==> config.mk <==
export PLATFORM = sky130hd
export DESIGN_NAME = led_scanner_flat
export DESIGN_NICKNAME = d
export VERILOG_FILES = /design/src/rtl/hub75_pkg.sv /design/src/rtl/led_scanner_if.sv /design/src/rtl/led_scanner.sv /design/src/flat_wrapper.sv
export SDC_FILE = /design/constraint.sdc
export NUM_CORES = 1
export LEC_CHECK = 0
export CAP_MARGIN = 20
export CORE_MARGIN = 4
export CORE_UTILIZATION = 48
export DETAILED_ROUTE_END_ITERATION = 10
export PLACE_DENSITY = 0.82
export SLEW_MARGIN = 20
export SYNTH_ARGS = -nofsm -noshare
export SYNTH_HDL_FRONTEND = slang
export SYNTH_SLANG_ARGS = --single-unit
==> constraint.sdc <==
create_clock -name clk -period 2.4 [get_ports clk]
set_clock_uncertainty 0.15 [all_clocks]
set_input_delay 0.24 -clock clk [delete_from_list [all_inputs] [get_ports clk]]
set_output_delay 0.24 -clock clk [all_outputs]
set_load 0.1 [all_outputs]
==> src/rtl/hub75_pkg.sv <==
`default_nettype none
// ============================================================================
//  Module   : hub75_pkg
//  Purpose  : Shared HUB75 panel-bus bit map and scan FSM encoding.
//  Revision : 1.0  initial release
// ============================================================================
package hub75_pkg;

    // LED_PANEL bit positions
    localparam int R0       = 0;
    localparam int G0       = 1;
    localparam int B0       = 2;
    localparam int R1       = 3;
    localparam int G1       = 4;
    localparam int B1       = 5;
    localparam int ADDR_LSB = 6;
    localparam int ADDR_W   = 5;
    localparam int PCLK     = 11;
    localparam int LATCH    = 12;
    localparam int OE_N     = 13;

    localparam int PH_W     = 2;

    typedef enum logic [1:0] {
        ST_SHIFT = 2'd0,
        ST_BLANK = 2'd1,
        ST_LATCH = 2'd2
    } state_t;

endpackage : hub75_pkg
`default_nettype wire

==> src/rtl/led_scanner_if.sv <==
`default_nettype none
// ============================================================================
//  Module   : led_scanner_if
//  Purpose  : Scanner <-> painter bus: pixel coordinates out, colour back.
//  Revision : 1.0  initial release
// ============================================================================
interface led_scanner_if;

    logic [12:0] frame;
    logic [7:0]  subframe;
    logic [5:0]  x;
    logic [5:0]  y;
    logic [2:0]  rgb;

    modport master (
        output frame,
        output subframe,
        output x,
        output y,
        input  rgb
    );

    modport slave (
        input  frame,
        input  subframe,
        input  x,
        input  y,
        output rgb
    );

endinterface : led_scanner_if
`default_nettype wire

==> src/rtl/led_scanner.sv <==
`default_nettype none
// ============================================================================
//  Module   : led_scanner
//  Purpose  : HUB75 1/32-scan sequencer; walks each row pair, samples the
//             painter and shifts/latches the data into the panel.
//  Revision : 1.0  initial release
// ============================================================================
module led_scanner
    import hub75_pkg::*;
#(
    parameter int WIDTH     = 64,
    parameter int HALF_ROWS = 32,
    parameter int SUBFRAMES = 8
) (
    input  wire logic      clk,
    input  wire logic      resetn,
    led_scanner_if.master  paint,
    output logic [15:0]    LED_PANEL
);

    localparam logic [5:0] c_LAST_COL = 6'(WIDTH - 1);
    localparam logic [4:0] c_LAST_ROW = 5'(HALF_ROWS - 1);
    localparam logic [7:0] c_LAST_SUB = 8'(SUBFRAMES - 1);
    localparam logic [5:0] c_Y_OFS    = 6'(HALF_ROWS);

    state_t            r_state;
    logic [5:0]        r_col;
    logic [PH_W-1:0]   r_phase;
    logic [4:0]        r_row;
    logic [7:0]        r_subframe;
    logic [12:0]       r_frame;
    logic [5:0]        r_x;
    logic [5:0]        r_y;
    logic [2:0]        r_top;
    logic [5:0]        r_data;
    logic [4:0]        r_addr;
    logic              r_pclk;
    logic              r_latch;
    logic              r_oe_n;
    logic              r_shown_valid;

    state_t            w_state;
    logic [5:0]        w_col;
    logic [PH_W-1:0]   w_phase;
    logic [4:0]        w_row;
    logic [7:0]        w_subframe;
    logic [12:0]       w_frame;
    logic [5:0]        w_x;
    logic [5:0]        w_y;
    logic [2:0]        w_top;
    logic [5:0]        w_data;
    logic [4:0]        w_addr;
    logic              w_pclk;
    logic              w_latch;
    logic              w_oe_n;
    logic              w_shown_valid;

    always_ff @(posedge clk or negedge resetn) begin
        if (!resetn) begin
            r_state       <= ST_SHIFT;
            r_col         <= '0;
            r_phase       <= '0;
            r_row         <= '0;
            r_subframe    <= '0;
            r_frame       <= '0;
            r_x           <= '0;
            r_y           <= '0;
            r_top         <= '0;
            r_data        <= '0;
            r_addr        <= '0;
            r_pclk        <= 1'b0;
            r_latch       <= 1'b0;
            r_oe_n        <= 1'b1;
            r_shown_valid <= 1'b0;
        end else begin
            r_state       <= w_state;
            r_col         <= w_col;
            r_phase       <= w_phase;
            r_row         <= w_row;
            r_subframe    <= w_subframe;
            r_frame       <= w_frame;
            r_x           <= w_x;
            r_y           <= w_y;
            r_top         <= w_top;
            r_data        <= w_data;
            r_addr        <= w_addr;
            r_pclk        <= w_pclk;
            r_latch       <= w_latch;
            r_oe_n        <= w_oe_n;
            r_shown_valid <= w_shown_valid;
        end
    end

    // Each transition computes the register values of the cycle being entered,
    // so every output is stable for the whole cycle of its phase.
    always_comb begin
        w_state       = r_state;
        w_col         = r_col;
        w_phase       = r_phase;
        w_row         = r_row;
        w_subframe    = r_subframe;
        w_frame       = r_frame;
        w_x           = r_x;
        w_y           = r_y;
        w_top         = r_top;
        w_data        = r_data;
        w_addr        = r_addr;
        w_pclk        = r_pclk;
        w_latch       = r_latch;
        w_oe_n        = r_oe_n;
        w_shown_valid = r_shown_valid;

        case (r_state)
            ST_SHIFT: begin
                case (r_phase)
                    2'd0: begin
                        w_phase = 2'd1;
                        w_y     = 6'(r_row) + c_Y_OFS;
                        w_top   = paint.rgb;
                    end
                    2'd1: begin
                        w_phase = 2'd2;
                        w_data  = {paint.rgb, r_top};
                        w_pclk  = 1'b0;
                    end
                    2'd2: begin
                        w_phase = 2'd3;
                        w_pclk  = 1'b1;
                    end
                    default: begin
                        w_phase = 2'd0;
                        w_pclk  = 1'b0;
                        if (r_col == c_LAST_COL) begin
                            w_state = ST_BLANK;
                            w_oe_n  = 1'b1;
                            w_addr  = r_row;
                        end else begin
                            w_col = r_col + 6'd1;
                            w_x   = r_col + 6'd1;
                            w_y   = 6'(r_row);
                        end
                    end
                endcase
            end

            ST_BLANK: begin
                w_state       = ST_LATCH;
                w_latch       = 1'b1;
                w_oe_n        = 1'b1;
                w_shown_valid = 1'b1;
            end

            ST_LATCH: begin
                w_state = ST_SHIFT;
                w_latch = 1'b0;
                w_col   = '0;
                w_phase = '0;
                w_x     = '0;
                w_oe_n  = ~r_shown_valid;
                // Frame counters only move here, so a row never mixes subframes
                if (r_row == c_LAST_ROW) begin
                    w_row = '0;
                    if (r_subframe == c_LAST_SUB) begin
                        w_subframe = '0;
                        w_frame    = r_frame + 13'd1;
                    end else begin
                        w_subframe = r_subframe + 8'd1;
                    end
                end else begin
                    w_row = r_row + 5'd1;
                end
                w_y = 6'(w_row);
            end

            default: begin
                w_state = ST_SHIFT;
                w_col   = '0;
                w_phase = '0;
            end
        endcase
    end

    assign paint.frame    = r_frame;
    assign paint.subframe = r_subframe;
    assign paint.x        = r_x;
    assign paint.y        = r_y;

    always_comb begin
        LED_PANEL                       = '0;
        LED_PANEL[B0:R0]                = r_data[2:0];
        LED_PANEL[B1:R1]                = r_data[5:3];
        LED_PANEL[ADDR_LSB +: ADDR_W]   = r_addr;
        LED_PANEL[PCLK]                 = r_pclk;
        LED_PANEL[LATCH]                = r_latch;
        LED_PANEL[OE_N]                 = r_oe_n;
    end

endmodule : led_scanner
`default_nettype wire

==> src/flat_wrapper.sv <==
// flat-port wrapper written by rule: the top's interface ports become plain ports
module led_scanner_flat import hub75_pkg::*;
#(
    parameter int WIDTH     = 64,
    parameter int HALF_ROWS = 32,
    parameter int SUBFRAMES = 8
)
  (clk, resetn, LED_PANEL, paint_frame, paint_subframe, paint_x, paint_y, paint_rgb);
  led_scanner_if paint_i ();
  input  wire logic clk;
  input  wire logic resetn;
  output logic [15:0] LED_PANEL;
  output wire logic [$bits(paint_i.frame)-1:0] paint_frame;
  output wire logic [$bits(paint_i.subframe)-1:0] paint_subframe;
  output wire logic [$bits(paint_i.x)-1:0] paint_x;
  output wire logic [$bits(paint_i.y)-1:0] paint_y;
  input wire logic [$bits(paint_i.rgb)-1:0] paint_rgb;
  assign paint_frame = paint_i.frame;
  assign paint_subframe = paint_i.subframe;
  assign paint_x = paint_i.x;
  assign paint_y = paint_i.y;
  assign paint_i.rgb = paint_rgb;
  led_scanner #(.WIDTH(WIDTH), .HALF_ROWS(HALF_ROWS), .SUBFRAMES(SUBFRAMES)) u_core (.clk(clk), .resetn(resetn), .paint(paint_i), .LED_PANEL(LED_PANEL));
endmodule
==> impl_metrics.env <==
export IMPL_yosysUniqueCellTypes=50
export IMPL_cts_resized=0
export IMPL_design_area_um2=3910
export IMPL_place_congestion=0.809
export IMPL_drv_cap=0
export IMPL_syn_to_final_growth_pct=20.2
export IMPL_seq_area_um2=1650
export IMPL_nets=359
export IMPL_drc_errors=0
export IMPL_clkTransAtPathRegs_ns=0.08
export IMPL_p_int_mw=1.67
export IMPL_period_minus_slack_ns=2.14
export IMPL_utilization_pct=60.5
export IMPL_slew_violations=0
export IMPL_synth_edf_count=0
export IMPL_io_pins=54
export IMPL_switching_share_pct=22.9
export IMPL_n_fill_cell=550
export IMPL_coreArea_um2=6460
export IMPL_vdd_drop_max_mv=0.369
export IMPL_postLayoutSetupSlackWorst_ns=0.259
export IMPL_io_buffer_count=51
export IMPL_synth_area_um2=3250
export IMPL_post_drt_via_cell_ratio=5.41
export IMPL_synth_ff_type="dfrtp_1"
export IMPL_dp_hpwl_um=4290
export IMPL_insertion_delay_ns=0.34
export IMPL_finalNonFillerCells=421
export IMPL_dpl_worst_slack_ns=0.258
export IMPL_pwr_share_comb_pct=4.6
export IMPL_clock_path_buffers=2
export IMPL_num_rows=29
export IMPL_cp_num_buf_inv=0
export IMPL_clock_root_buffer="clkbuf_8"
export IMPL_grt_pass1_wl_um=10900
export IMPL_overflow=0
export IMPL_cts_sinks=66
export IMPL_wl_um=6130
export IMPL_die_area_um2=8150
export IMPL_synth_ff_latch_count=66
export IMPL_grt_max_degree=67
export IMPL_initial_utilization_pct=50.3
export IMPL_async_flop_share_pct=100
export IMPL_htreeDepth=3
export IMPL_power_share_clock_pct=43.5
export IMPL_layout_drive_gt1_share_pct=31.1
export IMPL_fmax_ghz=0.467
export IMPL_startpoint_type="register"
export IMPL_pwr_share_seq_pct=51.8
export IMPL_hold_ws_ns=0.267
export IMPL_tritoncts="done"
export IMPL_crit_required_ns=2.48
export IMPL_synthCells=286
export IMPL_cp_end_kind="register"
export IMPL_die_height_um=90.3
export IMPL_min_path_type="input pin to asynchronous set/reset pin"
export IMPL_powerDensity_nw_per_um2=555
export IMPL_path_max_fanout=7
export IMPL_cts_made_buffers=9
export IMPL_placed_area_um2=3690
export IMPL_crit_family="simple AND/OR/NAND/NOR gates"
export IMPL_antenna_found_initial=0
export IMPL_dieWidth_um=90.3
export IMPL_cpPeakStageDelay_ns=0.41
export IMPL_arrival_ns=2.22
export IMPL_wl_per_cell_um=14.6
export IMPL_final_setup_tns_ns=0
export IMPL_hold_viol_final=0
export IMPL_drt_first_pass_iters=4
export IMPL_multi_input_area_um2=1460
export IMPL_critical_path_class="register to register"
export IMPL_cp_slowest_cell="dfrtp_1"
export IMPL_routed_via_count=2276
export IMPL_switchingPower_uw=495
export IMPL_grt_pass1_vias=2293
export IMPL_drt_iter0_markers=88
export IMPL_power_total_mw=2.17
export IMPL_grt_usage_pct=16.3
export IMPL_p_leak_nw=1.90
export IMPL_fin_crit_sh_pct=89.2
export IMPL_setup_violations=0
export IMPL_place_inst=405
export IMPL_diodes=0
export IMPL_synth_area_per_cell_um2=11.4
export IMPL_outcome="completed"
export IMPL_yosys_warnings=0
export IMPL_grt_setup_unrepaired="no"
export IMPL_postRouteAntennaNets=0
export IMPL_synth_seq_area_share_pct=50.9
export IMPL_path_cells="ha_1 > and3_1 > ha_1 > and4_1 > and3_1 > mux2_2"
-- synthesized netlist by cell type (2+ instances only) --
cell type	n	area [µm²]
xor2_1	6	52.6
nand3_1	19	95.1
clkbuf_1	2	7.51
o211ai_1	2	15.0
or2_2	2	12.5
and4_1	2	17.5
ha_1	14	175
o31ai_1	3	22.5
nor2_1	9	33.8
a31oi_1	2	12.5
buf_6	2	22.5
nand2b_1	3	18.8
nor4_1	2	12.5
inv_1	9	33.8
nand2_1	31	116
mux2_2	25	282
a211o_1	2	17.5
a32oi_1	2	17.5
nor3_1	5	25.0
and3_1	9	56.3
dfrtp_1	65	1630
o21ai_0	8	40.0
nand4_1	3	18.8
buf_4	6	45.0
buf_2	7	35.0
xnor2_1	17	149
a21oi_1	5	25.0
and2_1	2	12.5
-- cell usage in the layout (no fill, tap or decap), types with 3 or more instances in the layout --
| master | synthesis | routed |
|---|---|---|
| inv_1 | 9 | 9 |
| nand4_1 | 3 | 3 |
| buf_4 | 6 | 53 |
| dfrtp_1 | 65 | 65 |
| o31ai_1 | 3 | 3 |
| a21oi_1 | 5 | 5 |
| xor2_1 | 6 | 6 |
| nor3_1 | 5 | 5 |
| mux2_2 | 25 | 25 |
| xnor2_1 | 17 | 17 |
| o21ai_0 | 8 | 8 |
| ha_1 | 14 | 14 |
| clkdlybuf4s50_1 | 0 | 3 |
| and3_1 | 9 | 9 |
| nand2_1 | 31 | 31 |
| nor2_1 | 9 | 9 |
| nand2b_1 | 3 | 3 |
| clkbuf_8 | 0 | 11 |
| nand3_1 | 19 | 19 |
-- path summary, 6_finish.rpt --
| check | slack (ns) | cells after the start | end | start |
|---|---|---|---|---|
| max | 0.26 | 6 | u_core.paint.frame[1]$_DFFE_PN0P_ | u_core.r_row[0]$_DFFE_PN0P_ |
| min | 0.27 | 3 | u_core.paint.x[2]$_DFFE_PN0P_ | resetn |
| max reg2reg | 0.26 | 6 | u_core.paint.frame[1]$_DFFE_PN0P_ | u_core.r_row[0]$_DFFE_PN0P_ |
| min reg2reg | 0.32 | 1 | u_core.r_shown_valid$_DFFE_PN0N_ | u_core.r_shown_valid$_DFFE_PN0N_ |
| max in group asynchronous | 1.46 | 3 | u_core.r_oe_n$_DFFE_PN1P_ | resetn |
| min in group clk | 0.32 | 1 | u_core.r_shown_valid$_DFFE_PN0N_ | u_core.r_shown_valid$_DFFE_PN0N_ |
-- repair_timing --
item | in CTS | in global routing
endpoints found under the hold margin | 65 | 0
setup buffers | 0 | 0
hold buffers | 1 | 0
-- cell type report --
class                   count  share of cell area (%)
well taps                  77                    2.47
clock inverters             4                    1.31
flip-flops and latches     66                    42.3
clock buffers              11                    3.88
inverters                   9                   0.865
multi-input cells         195                    37.3
repair buffers             59                    11.9
-- tightest hold or removal path, stage by stage --
cell,delay [ns]
dlygate4sd3_1,0.52
buf_2,0.12
buf_12,0.27
-- state kept, by name, indices dropped and copies added (netlist names) --
register and cells:
u_core.r_shown_valid 1, u_core.r_col 6, u_core.paint.x 6, u_core.r_top 3
u_core.paint.y 6, u_core.r_data 6, u_core.r_oe_n 1, u_core.r_phase 2
u_core.r_state 2, u_core.r_latch 1, u_core.r_pclk 1, u_core.r_addr 5
u_core.paint.frame 13, u_core.paint.subframe 8, u_core.r_row 5
-- power by group through the flow --
stage               logic (mW)  registers (mW)  clock network [mW]
finish                   0.101            1.12               0.943
global route             0.108            1.12                1.02
CTS                      0.103            1.12               0.973
detailed placement       0.102            1.14                   0
global placement         0.100            1.14                   0
floorplan               0.0228            1.18                   0
-- kinds of logic (layout without fill, tap and decap cells) --
kind of cell | count (synthesis) | count (layout) | share of synthesized area (%)
adder cells (fa/ha/maj) | 14 | 14 | 5.39
flip-flops | 66 | 66 | 50.9
AND/OR/NAND/NOR | 95 | 95 | 15.7
buffers and inverters | 26 | 83 | 4.43
XOR/XNOR | 23 | 23 | 6.20
multiplexers | 27 | 27 | 9.66
other | 1 | 2 | 0.115
AO/OA/AOI/OAI | 34 | 34 | 7.66
-- layer usage --
metal | up-vias | routed length (µm) | global-route usage [%]
met5 | - | 0 | 0
met2 | 49 | 2780 | 24.3
met4 | 0 | 116 | 7.65
met1 | 1119 | 3010 | 22.7
met3 | 10 | 219 | 3.50
li1 | 1098 | - | -
(Power assumes the default switching activity.)
